--- src/rtl/cv32e40p_ex_wb_arbiter.sv ---
// EX write-port arbiter: APU-first with ALU anti-starvation, losing APU results held in an in-order FIFO.
// Write-back registered 1 cycle after grant; ALU waits on alu_ready_o, APU has no backpressure (stall hint, sticky drop flag).
module cv32e40p_ex_wb_arbiter #(
    parameter int APU_FIFO_DEPTH = 2,
    parameter int MAX_ALU_WAIT   = 4
) (
    input  logic        clk_i,
    input  logic        rst_i,
    input  logic        alu_valid_i,
    input  logic [5:0]  alu_waddr_i,
    input  logic [31:0] alu_wdata_i,
    output logic        alu_ready_o,
    input  logic        apu_rvalid_i,
    input  logic [5:0]  apu_waddr_i,
    input  logic [31:0] apu_wdata_i,
    output logic        apu_stall_o,
    input  logic [5:0]  dep_raddr_i,
    output logic        apu_dep_hit_o,
    output logic        wb_we_o,
    output logic [5:0]  wb_waddr_o,
    output logic [31:0] wb_wdata_o,
    output logic        wb_src_o,
    output logic        overflow_o
);

    localparam int PW = $clog2(APU_FIFO_DEPTH);
    localparam int CW = $clog2(APU_FIFO_DEPTH + 1);
    localparam int WW = $clog2(MAX_ALU_WAIT + 1);
    localparam logic [CW-1:0] DEPTH_C  = CW'(APU_FIFO_DEPTH);
    localparam logic [PW-1:0] LAST_PTR = PW'(APU_FIFO_DEPTH - 1);
    localparam logic [WW-1:0] WAIT_MAX = WW'(MAX_ALU_WAIT);

    typedef struct packed {
        logic [5:0]  waddr;
        logic [31:0] wdata;
    } apu_res_t;

    apu_res_t                  fifo_mem [APU_FIFO_DEPTH];
    logic [APU_FIFO_DEPTH-1:0] entry_vld;
    logic [PW-1:0]             rd_ptr;
    logic [PW-1:0]             wr_ptr;
    logic [CW-1:0]             count;
    logic [WW-1:0]             wait_cnt;

    logic     fifo_nonempty;
    logic     fifo_full;
    logic     apu_cand_vld;
    apu_res_t apu_cand;
    logic     grant_alu;
    logic     grant_apu;
    logic     fifo_pop;
    logic     apu_bypass;
    logic     push_req;
    logic     fifo_push;
    logic     apu_drop;

    // Buffered entries always win over a fresh arrival so APU results retire in order.
    assign fifo_nonempty = (count != '0);
    assign fifo_full     = (count == DEPTH_C);
    assign apu_cand_vld  = fifo_nonempty | apu_rvalid_i;
    assign apu_cand      = fifo_nonempty ? fifo_mem[rd_ptr] : apu_res_t'({apu_waddr_i, apu_wdata_i});

    assign grant_alu  = alu_valid_i & (~apu_cand_vld | (wait_cnt == WAIT_MAX));
    assign grant_apu  = apu_cand_vld & ~grant_alu;
    assign fifo_pop   = grant_apu & fifo_nonempty;
    assign apu_bypass = grant_apu & ~fifo_nonempty;
    assign push_req   = apu_rvalid_i & ~apu_bypass;
    assign fifo_push  = push_req & (~fifo_full | fifo_pop);
    assign apu_drop   = push_req & fifo_full & ~fifo_pop;

    assign alu_ready_o = alu_valid_i & grant_alu;
    assign apu_stall_o = (count >= (DEPTH_C - CW'(1)));

    always_comb begin
        apu_dep_hit_o = apu_rvalid_i & (apu_waddr_i == dep_raddr_i);
        for (int i = 0; i < APU_FIFO_DEPTH; i++) begin
            if (entry_vld[i] && (fifo_mem[i].waddr == dep_raddr_i)) begin
                apu_dep_hit_o = 1'b1;
            end
        end
    end

    always_ff @(posedge clk_i) begin
        if (fifo_push) begin
            fifo_mem[wr_ptr] <= apu_res_t'({apu_waddr_i, apu_wdata_i});
        end
    end

    always_ff @(posedge clk_i) begin
        if (rst_i) begin
            rd_ptr     <= '0;
            wr_ptr     <= '0;
            count      <= '0;
            entry_vld  <= '0;
            overflow_o <= 1'b0;
        end else begin
            // On a full-FIFO push+pop both pointers match; the set below must win over the clear.
            if (fifo_pop) begin
                entry_vld[rd_ptr] <= 1'b0;
                rd_ptr            <= (rd_ptr == LAST_PTR) ? '0 : rd_ptr + PW'(1);
            end
            if (fifo_push) begin
                entry_vld[wr_ptr] <= 1'b1;
                wr_ptr            <= (wr_ptr == LAST_PTR) ? '0 : wr_ptr + PW'(1);
            end
            case ({fifo_push, fifo_pop})
                2'b10:   count <= count + CW'(1);
                2'b01:   count <= count - CW'(1);
                default: count <= count;
            endcase
            if (apu_drop) begin
                overflow_o <= 1'b1;
            end
        end
    end

    always_ff @(posedge clk_i) begin
        if (rst_i) begin
            wait_cnt <= '0;
        end else if (alu_valid_i && !grant_alu) begin
            wait_cnt <= (wait_cnt == WAIT_MAX) ? wait_cnt : wait_cnt + WW'(1);
        end else begin
            wait_cnt <= '0;
        end
    end

    always_ff @(posedge clk_i) begin
        if (rst_i) begin
            wb_we_o    <= 1'b0;
            wb_waddr_o <= '0;
            wb_wdata_o <= '0;
            wb_src_o   <= 1'b0;
        end else begin
            wb_we_o <= grant_alu | grant_apu;
            if (grant_alu) begin
                wb_waddr_o <= alu_waddr_i;
                wb_wdata_o <= alu_wdata_i;
                wb_src_o   <= 1'b0;
            end else if (grant_apu) begin
                wb_waddr_o <= apu_cand.waddr;
                wb_wdata_o <= apu_cand.wdata;
                wb_src_o   <= 1'b1;
            end
        end
    end

endmodule

--- config.mk ---
export PLATFORM = sky130hd
export DESIGN_NAME = cv32e40p_ex_wb_arbiter
export DESIGN_NICKNAME = d
export VERILOG_FILES = /design/src/rtl/cv32e40p_ex_wb_arbiter.sv
export SDC_FILE = /design/constraint.sdc
export NUM_CORES = 1
export LEC_CHECK = 0
export ABC_AREA = 1
export ABC_CLOCK_PERIOD_IN_PS = 2600
export BUFFER_PORTS_ARGS = -buffer_cell sky130_fd_sc_hd__buf_2
export CAP_MARGIN = 30
export CORE_MARGIN = 2
export CORE_UTILIZATION = 48
export DETAILED_ROUTE_END_ITERATION = 16
export PLACE_DENSITY = 0.72
export SETUP_SLACK_MARGIN = 0.15
export SLEW_MARGIN = 20
export SYNTH_ARGS = -nofsm -noshare
export SYNTH_HDL_FRONTEND = slang
export SYNTH_SLANG_ARGS = --single-unit
export TNS_END_PERCENT = 30
--- constraint.sdc ---
create_clock -name clk_i -period 2.6 [get_ports clk_i]
set_input_delay 0.13 -clock clk_i [delete_from_list [all_inputs] [get_ports clk_i]]
set_output_delay 0.13 -clock clk_i [all_outputs]
set_load 0.01 [all_outputs]
==> results.cfg, run 1 <==
[worst_setup_path]
arrival_ns = 2.57
rr_endpoint = wb_wdata_o[18]
slowest_delay_ns = 0.37
worst_r2r_path_depth = 11
r2r_slack_ns = 0.37
crit_type = flip-flop to flip-flop
cp_data_required_time_ns = 2.94
worst_setup_path_start_kind = flip-flop
path_max_fanout = 20
crit_top_cell = nand2_1
cp_cell_sequence = inv_1 > ha_1 > nand2_2 > nand2_1 > nand2_1 > nand2_2 > buf_4 > inv_2 > buf_4 > nand2_1 > a31oi_1
cp_num_cells = 11
worst-path-buf-inv = 4
r2r-start = count[1]
slowest_stage = dfxtp_1
cp-end-kind = flip-flop
crit_family = buffers and inverters

[routing]
firstDrtPassIters = 4
drc = 0
viasPerCell = 5.13
wl_per_cell_um = 15.4
ant_nets = 0
vias = 4584
drtIter0Drc = 369
wl_um = 13800

[global_routing]
top_usage_layer = met2
grt_antenna_before_repair = 0
overflow = 0
use_met3_pct = 6.37
gr-usage-met1_pct = 28.3
met2_usage_pct = 37.5
grt_pass1_wl_um = 22100
grt_pass1_vias = 4575
grt_max_degree = 44
grt_use_total_pct = 22.5

[worst_hold_path]
min_to = wb_wdata_o[0]
hold_path.class = primary input to flip-flop
hold_start = alu_wdata_i[0]
hold_depth = 5

[final_layout]
antenna_cells = 0
drive_gt1_share_pct = 28.1
fin_nets = 828
synthToLayoutAreaGrowth_pct = 31.9

[synthesis]
yosys-top-cells-count = nand2_1 (159), edfxtp_1 (76), o21ai_0 (53)
syn-num-nets = 656
syn-mean-instance-area_um2 = 9.85
synth.largest_area_cell = edfxtp_1
ys.flop_type = edfxtp_1
synthTopCellsByArea = edfxtp_1 (41%), dfxtp_1 (18%), nand2_1 (11%), mux2_2 (5.5%), o21ai_0 (4.8%)
ys_ff_latch = 127
synthDistinctLibCells = 31
synth-edff-count = 76
ys_warn_count = 0
ys_seq_area_share_pct = 59.4
synthesis.area_um2 = 5570
syn_inst = 565
post-synth-top-count-cell = nand2_1
synth_top_area_share_pct = 41.0
async_flop_share_pct = 0

[clock_network]
ctsLongestPathBuffers = 2
cts_root_buf = clkbuf_16
numCtsBuffers = 17
cts_tree = done
cts_max_level = 4
clock-sinks = 127
clk_latency_ns = 0.42
clk_pin_slew_ns = 0.06
cts.repair.resized = 0

[timing]
timing_hold_violations_final = 0
min_period_ns = 2.23
slew_headroom_pct = 53.0
setup_violations = 0
setup_tns_ns = 0
rsz0062_at_grt = no
max_freq_ghz = 0.449
hold_ws_ns = 0.0323
fin_crit_sh_pct = 85.7
finalClockSkew_ns = 0.00558
tightest_slew_ns = 0.704
drv_slew = 0

[die]
fp.dieW_um = 112
dieArea_um2 = 12500
initial_core_util_pct = 48.9
die_h_um = 112
rows = 39
ios = 130
core_um2 = 11400

[run_status]
status = complete, no violations

[place]
gp_congestion = 0.898
dp_hpwl_um = 9020
port_buffers = 129

[power_and_ir_drop]
irDropWorstVdd_mv = 0.579
p_per_area_nw_per_um2 = 1040
p_leak_nw = 3.22

[job]
maxCapViolCount = 0
worst register-to-register path, delay by kind of cell (launching register included):
family                     cells  cell delay [ns]
DFF                            1             0.37
buffers and inverters          4             0.88
AOI/OAI and AO/OA              1             0.16
and+or+nand+nor                5             0.50
adders and majority gates      1             0.24
layout make-up:
type                            count  area [um^2]
Timing Repair Buffer              182         1160
Sequential cell                   127         3300
Fill cell                         897         4030
Multi-Input combinational cell    365         1910
Inverter                           44          165
Clock inverter                     14          189
Clock buffer                       18          439
Tap cell                          143          179
worst max path at each step:
| stage | start | endpoint | slack, ns |
|---|---|---|---|
| 6_report | count[1] | wb_wdata_o[18] | 0.37 |
| 5_1_grt | count[0] | fifo_mem[1][1] | 0.17 |
| 4_1_cts | count[0] | fifo_mem[0][33] | 0.37 |
| 3_5_place_dp | count[0] | fifo_mem[0][30] | 0.43 |
| 3_3_place_gp | count[0] | fifo_mem[1][18] | 0.54 |
| 2_1_floorplan | count[0] | fifo_mem[1][0] | 0.18 |
flip-flops by register name (all words and copies together) (netlist names), named ones only:
register and flops:
wb_waddr_o 6, wb_wdata_o 32, entry_vld 2, rd_ptr 1
wb_we_o 1, fifo_mem 76, wait_cnt 3, count 2
overflow_o 1, wb_src_o 1, wr_ptr 1
power by group:
part	leakage, nW	total [W]	switching [W]	internal, W
registers	1.12	0.00278	0.000168	0.00261
logic	1.80	0.00236	0.00146	0.000900
clock network	0.302	0.00251	0.000881	0.00163
cells by family (layout without fill, tap and decap cells):
group,Yosys count,count (layout),share of synthesized area [%]
XOR/XNOR,6,6,0.944
buffers and inverters,73,258,6.41
multiplexers,33,33,6.54
AO/OA/AOI/OAI,121,121,11.4
adder cells (fa/ha/maj),5,5,1.12
flip-flops,127,127,59.4
AND/OR/NAND/NOR,200,200,14.2
placed cells by master (no fill, tap or decap), types with 5 or more instances in the layout:
cell and count:
o21ai_0 53, inv_1 38, mux2_2 27, nand3_1 7
buf_2 129, nor2_1 21, buf_4 12, clkbuf_16 17
a31oi_1 14, xnor2_1 5, nand2_1 159, ha_1 5
dfxtp_1 50, mux2i_1 6, dlygate4sd3_1 40, a21oi_1 47
edfxtp_1 76
per-stage QoR:
| step | power [W] | instances | area (um^2) | utilization, % | setup slack [ns] |
|---|---|---|---|---|---|
| 4_1_cts | 0.00769 | 893 | 7340 | 64.5 | 0.374 |
| 5_1_grt | 0.00809 | 893 | 7340 | 64.5 | 0.170 |
| 3_5_place_dp | 0.00511 | 821 | 6310 | 55.5 | 0.432 |
| 6_report | 0.00765 | 893 | 7340 | 64.5 | 0.372 |
| 2_1_floorplan | 0.00444 | 565 | 5570 | - | 0.183 |
| 3_3_place_gp | 0.00503 | 821 | 6310 | 55.5 | 0.535 |
routing by layer:
metal,wire [um],vias to the layer above
li1,-,2268
met1,5810,2093
met2,6640,200
met3,1060,23
met4,242,0
met5,0,-
what timing repair did:
| action | 4_1_cts | 5_1_grt |
|---|---|---|
| hold endpoints to repair | 92 | 0 |
| setup buffers | 0 | 0 |
| hold buffers | 40 | 0 |
Note: power is estimated with default switching activity, not from simulation.
==> run 2: changes to the inputs <==
Settings changed: CORE_ASPECT_RATIO set to 2, PLACE_DENSITY 0.72 to unset, PLACE_DENSITY_LB_ADDON set to 0.25.
==> results.cfg, run 2 (same netlist as run 1, synthesis figures left out) <==
[place]
dp_hpwl_um = 9170
gp_congestion = 0.875
place_ws_ns = 0.325
port_buffers = 129

[global_routing]
grt_pass1_vias = 4590
grt_max_degree = 52
grt_use_total_pct = 22.7
overflow = 0
grt_antenna_before_repair = 0
grt_pass1_wl_um = 21600

[power_and_ir_drop]
p_leak_nw = 3.17
irDropWorstVdd_mv = 0.742
p_per_area_nw_per_um2 = 1010

[worst_setup_path]
path_max_fanout = 28
crit_end = fifo_mem[0][15]
cp-end-kind = flip-flop
r2r_slack_ns = 0.38
worst_r2r_path_depth = 11
r2r-start = count[0]
crit_type = flip-flop to flip-flop
worst_setup_path_start_kind = flip-flop
arrival_ns = 2.32
cp_data_required_time_ns = 2.71
rr_endpoint = fifo_mem[0][15]
cp-startpoint = count[0]

[timing]
timing_hold_violations_final = 0
setup_slack_ns = 0.382
slew_headroom_pct = 52.0
fin_crit_sh_pct = 85.3
setup_violations = 0
finalClockSkew_ns = 0.00771
setup_tns_ns = 0
drv_slew = 0
max_freq_ghz = 0.451
min_period_ns = 2.22
rsz0062_at_grt = no
tightest_slew_ns = 0.719

[clock_network]
clk_pin_slew_ns = 0.05
clk_latency_ns = 0.41
numCtsBuffers = 17
ctsLongestPathBuffers = 2
cts_max_level = 4
cts_tree = done
postCtsSetupBuffers = 0
cts_root_buf = clkbuf_16
clock-sinks = 127

[routing]
ant_nets = 0
wl_um = 13800
firstDrtPassIters = 5
vias = 4587
drc = 0
wl_per_cell_um = 15.5
viasPerCell = 5.17
drtIter0Drc = 275

[die]
dieArea_um2 = 12500
die_h_um = 156
fp.dieW_um = 80.1
core_um2 = 11300
ios = 130
rows = 55
initial_core_util_pct = 49.3

[worst_hold_path]
hold_path.class = primary input to flip-flop
hold_start = alu_wdata_i[15]

[final_layout]
filler_cell_count = 937
fin_nets = 823
final_common_cell = nand2_1
antenna_cells = 0
final_cell_mix = nand2_1 (159), buf_2 (129), edfxtp_1 (76)
reg.largest.list = fifo_mem x76, wb_wdata_o x32, wb_waddr_o x6
drive_gt1_share_pct = 26.8
largest-register = fifo_mem
synthToLayoutAreaGrowth_pct = 30.3
largest_reg_flops = 76

[run_status]
status = complete, no violations

[job]
maxCapViolCount = 0
-- run 2: critical path, stage by stage, from the launching register on --
cell and delay (ns):
dfxtp_1 0.29, inv_1 0.14, ha_1 0.26, nand2_2 0.09, nand2_1 0.06, nand2_1 0.10, nand2_2 0.13, nand2_1 0.08
a21oi_1 0.19, nand2_1 0.15, inv_4 0.18, buf_12 0.22
-- run 2: final cells by class --
class	count	area (um^2)	share of cell area, %
Clock buffer	24	462	6.37
Clock inverter	8	88.8	1.23
Inverter	44	168	2.31
Multi-Input combinational cell	365	1910	26.3
Sequential cell	127	3300	45.6
Tap cell	142	178	2.45
Timing Repair Buffer	177	1140	15.8
-- run 2: timing repair --
action | 4_1_cts | 5_1_grt
hold buffers | 40 | 0
endpoints found under the setup margin | 0 | 28
gates resized for setup | 0 | 1
endpoints found under the hold margin | 91 | 0
-- run 2: routing by layer --
metal	track usage (%)	wire length (um)	vias up
li1	-	-	2252
met4	10.2	361	0
met3	5.54	649	23
met2	42.3	7730	145
met5	0	0	-
met1	23.0	5020	2167
-- run 2: worst min path at each step --
stage	to	slack (ns)	depth (start not counted)
floorplan	entry_vld[0]	0.20	1
global placement	fifo_mem[1][21]	0.34	1
detailed placement	entry_vld[1]	0.33	2
CTS	wb_wdata_o[0]	0.03	5
global route	wb_wdata_o[1]	0.06	5
finish	wb_wdata_o[15]	0.04	5
-- run 2: report_power, final --
group / switching (W) / internal (W) / leakage, nW
combinational: 0.00146 / 0.000891 / 1.78
clock: 0.000809 / 0.00142 / 0.273
sequential: 0.000157 / 0.00261 / 1.12
total: 0.00242 / 0.00492 / 3.17
-- run 2: stage by stage --
step | cells | area (um^2) | util (%) | hold WS (ns) | power [W]
finish | 887 | 7250 | 64.2 | 0.0440 | 0.00735
global route | 887 | 7250 | 64.2 | 0.0601 | 0.00777
CTS | 887 | 7250 | 64.2 | 0.0274 | 0.00740
detailed placement | 815 | 6300 | 55.8 | 0.331 | 0.00512
global placement | 815 | 6300 | 55.8 | 0.338 | 0.00502
floorplan | 565 | 5570 | - | 0.199 | 0.00444
==> run 3: changes to the inputs <==
Settings changed: GPL_TIMING_DRIVEN set to 0, PLACE_DENSITY set to 0.79, PLACE_DENSITY_LB_ADDON 0.25 to unset.
==> results.cfg, run 3 (same netlist as run 1, synthesis figures left out) <==
[routing]
viasPerCell = 5.31
wl_per_cell_um = 17.0
drtIter0Drc = 320
firstDrtPassIters = 5
ant_nets = 0
wl_um = 15500
vias = 4830
drc = 0

[worst_setup_path]
worst-path-buf-inv = 3
path_max_fanout = 29
cp-end-kind = flip-flop
slowest_stage = dfxtp_1
arrival_ns = 2.42
worst_setup_path_start_kind = flip-flop
cp_data_required_time_ns = 2.70
cp_cell_sequence = inv_1 > ha_1 > nand2_2 > nand2_1 > nand2_1 > nand2_2 > nand2_1 > a21oi_1 > nand2_1 > clkinv_2 > buf_12
crit_type = flip-flop to flip-flop
slowest_delay_ns = 0.30
crit_top_cell = nand2_1
crit_family = simple AND/OR/NAND/NOR gates

[power_and_ir_drop]
p_leak_nw = 3.24
p_per_area_nw_per_um2 = 1020
irDropWorstVdd_mv = 0.765

[timing]
max_freq_ghz = 0.432
drv_slew = 0
min_period_ns = 2.31
finalClockSkew_ns = 0.00913
setup_violations = 0
fin_crit_sh_pct = 89.0
tightest_slew_ns = 0.525
hold_ws_ns = 0.0519
rsz0062_at_grt = no
timing_hold_violations_final = 0
slew_headroom_pct = 65.0

[clock_network]
clk_latency_ns = 0.41
clk_pin_slew_ns = 0.06
clock-sinks = 127
cts_root_buf = clkbuf_16
numCtsBuffers = 17
cts_max_level = 4
ctsLongestPathBuffers = 2
cts_tree = done
postCtsSetupBuffers = 0

[die]
initial_core_util_pct = 49.3
rows = 55
core_um2 = 11300
die_h_um = 156
fp.dieW_um = 80.1
dieArea_um2 = 12500
ios = 130

[global_routing]
grt_use_total_pct = 24.8
grt_max_degree = 30
grt_pass1_wl_um = 23100
grt_pass1_vias = 4804
grt_antenna_before_repair = 0
overflow = 0

[final_layout]
synthToLayoutAreaGrowth_pct = 32.5
design_area_um2 = 7370
final_common_cell = nand2_1
reg.largest.list = fifo_mem x76, wb_wdata_o x32, wb_waddr_o x6
antenna_cells = 0
largest-register = fifo_mem
drive_gt1_share_pct = 28.2
largest_reg_flops = 76
fin_nets = 846
final_cell_mix = nand2_1 (159), buf_2 (137), edfxtp_1 (76)

[run_status]
status = complete, no violations

[place]
port_buffers = 129
gp_congestion = 0.894
placed_area_um2 = 6430
dp_hpwl_um = 10700

[job]
maxCapViolCount = 0

[worst_hold_path]
hold_path.class = primary input to flip-flop
==> run 3: per-stage QoR <==
| step | cells | utilization [%] | TNS (ns) | power, W | setup WS (ns) |
|---|---|---|---|---|---|
| after global placement | 836 | 56.6 | -33.06 | 0.00523 | -0.440 |
| after CTS | 909 | 65.3 | 0 | 0.00755 | 0.274 |
| after detailed placement | 838 | 57.0 | 0 | 0.00535 | 0.289 |
| after global routing | 909 | 65.3 | 0 | 0.00791 | 0.138 |
| after floorplan | 565 | - | 0 | 0.00444 | 0.183 |
| final | 909 | 65.3 | 0 | 0.00755 | 0.285 |
==> run 3: worst paths after layout <==
path                       start              to  slack (ns)  depth (start not counted)
setup / recovery        count[0]  fifo_mem[1][2]        0.29                         11
hold reg to reg      wait_cnt[0]     wait_cnt[0]        0.46                          1
hold / removal    alu_wdata_i[2]   wb_wdata_o[2]        0.05                          5
setup reg to reg        count[0]  fifo_mem[1][2]        0.29                         11
==> run 3: per-layer routing <==
layer / vias to the layer above / GRT usage (%) / part of all wire [%]
met3: 31 / 4.50 / 5.1
met5: - / 0 / 0
met1: 2285 / 24.6 / 36
met2: 214 / 47.0 / 56
li1: 2300 / - / -
met4: 0 / 13.2 / 3.1
==> run 3: cell type report <==
class                   count  area (um^2)
plain buffers              29          191
clock buffers              19          443
clock inverters            12         96.3
fillers                   896         3910
inverters                  44          169
multi-input cells         365         1910
flip-flops and latches    127         3300
well taps                 142          178
repair buffers            171         1090
==> run 3: what timing repair did <==
item / in CTS / in global routing
hold buffers: 40 / 0
gates resized for setup: 0 / 2
endpoints found under the setup margin: 0 / 58
hold endpoints to repair: 92 / 0
==> run 3: power by group <==
group,switching (W),total (W),leakage (nW),internal [W]
logic,0.00161,0.00262,1.86,0.00101
clock network,0.000838,0.00216,0.255,0.00132
registers,0.000163,0.00277,1.12,0.00261
total,0.00261,0.00755,3.24,0.00493
==> run 3: worst min-delay path: stages <==
cell,delay [ns]
buf_2,0.07
nand2_1,0.05
nand2_1,0.06
nor2_1,0.04
nor2_1,0.08
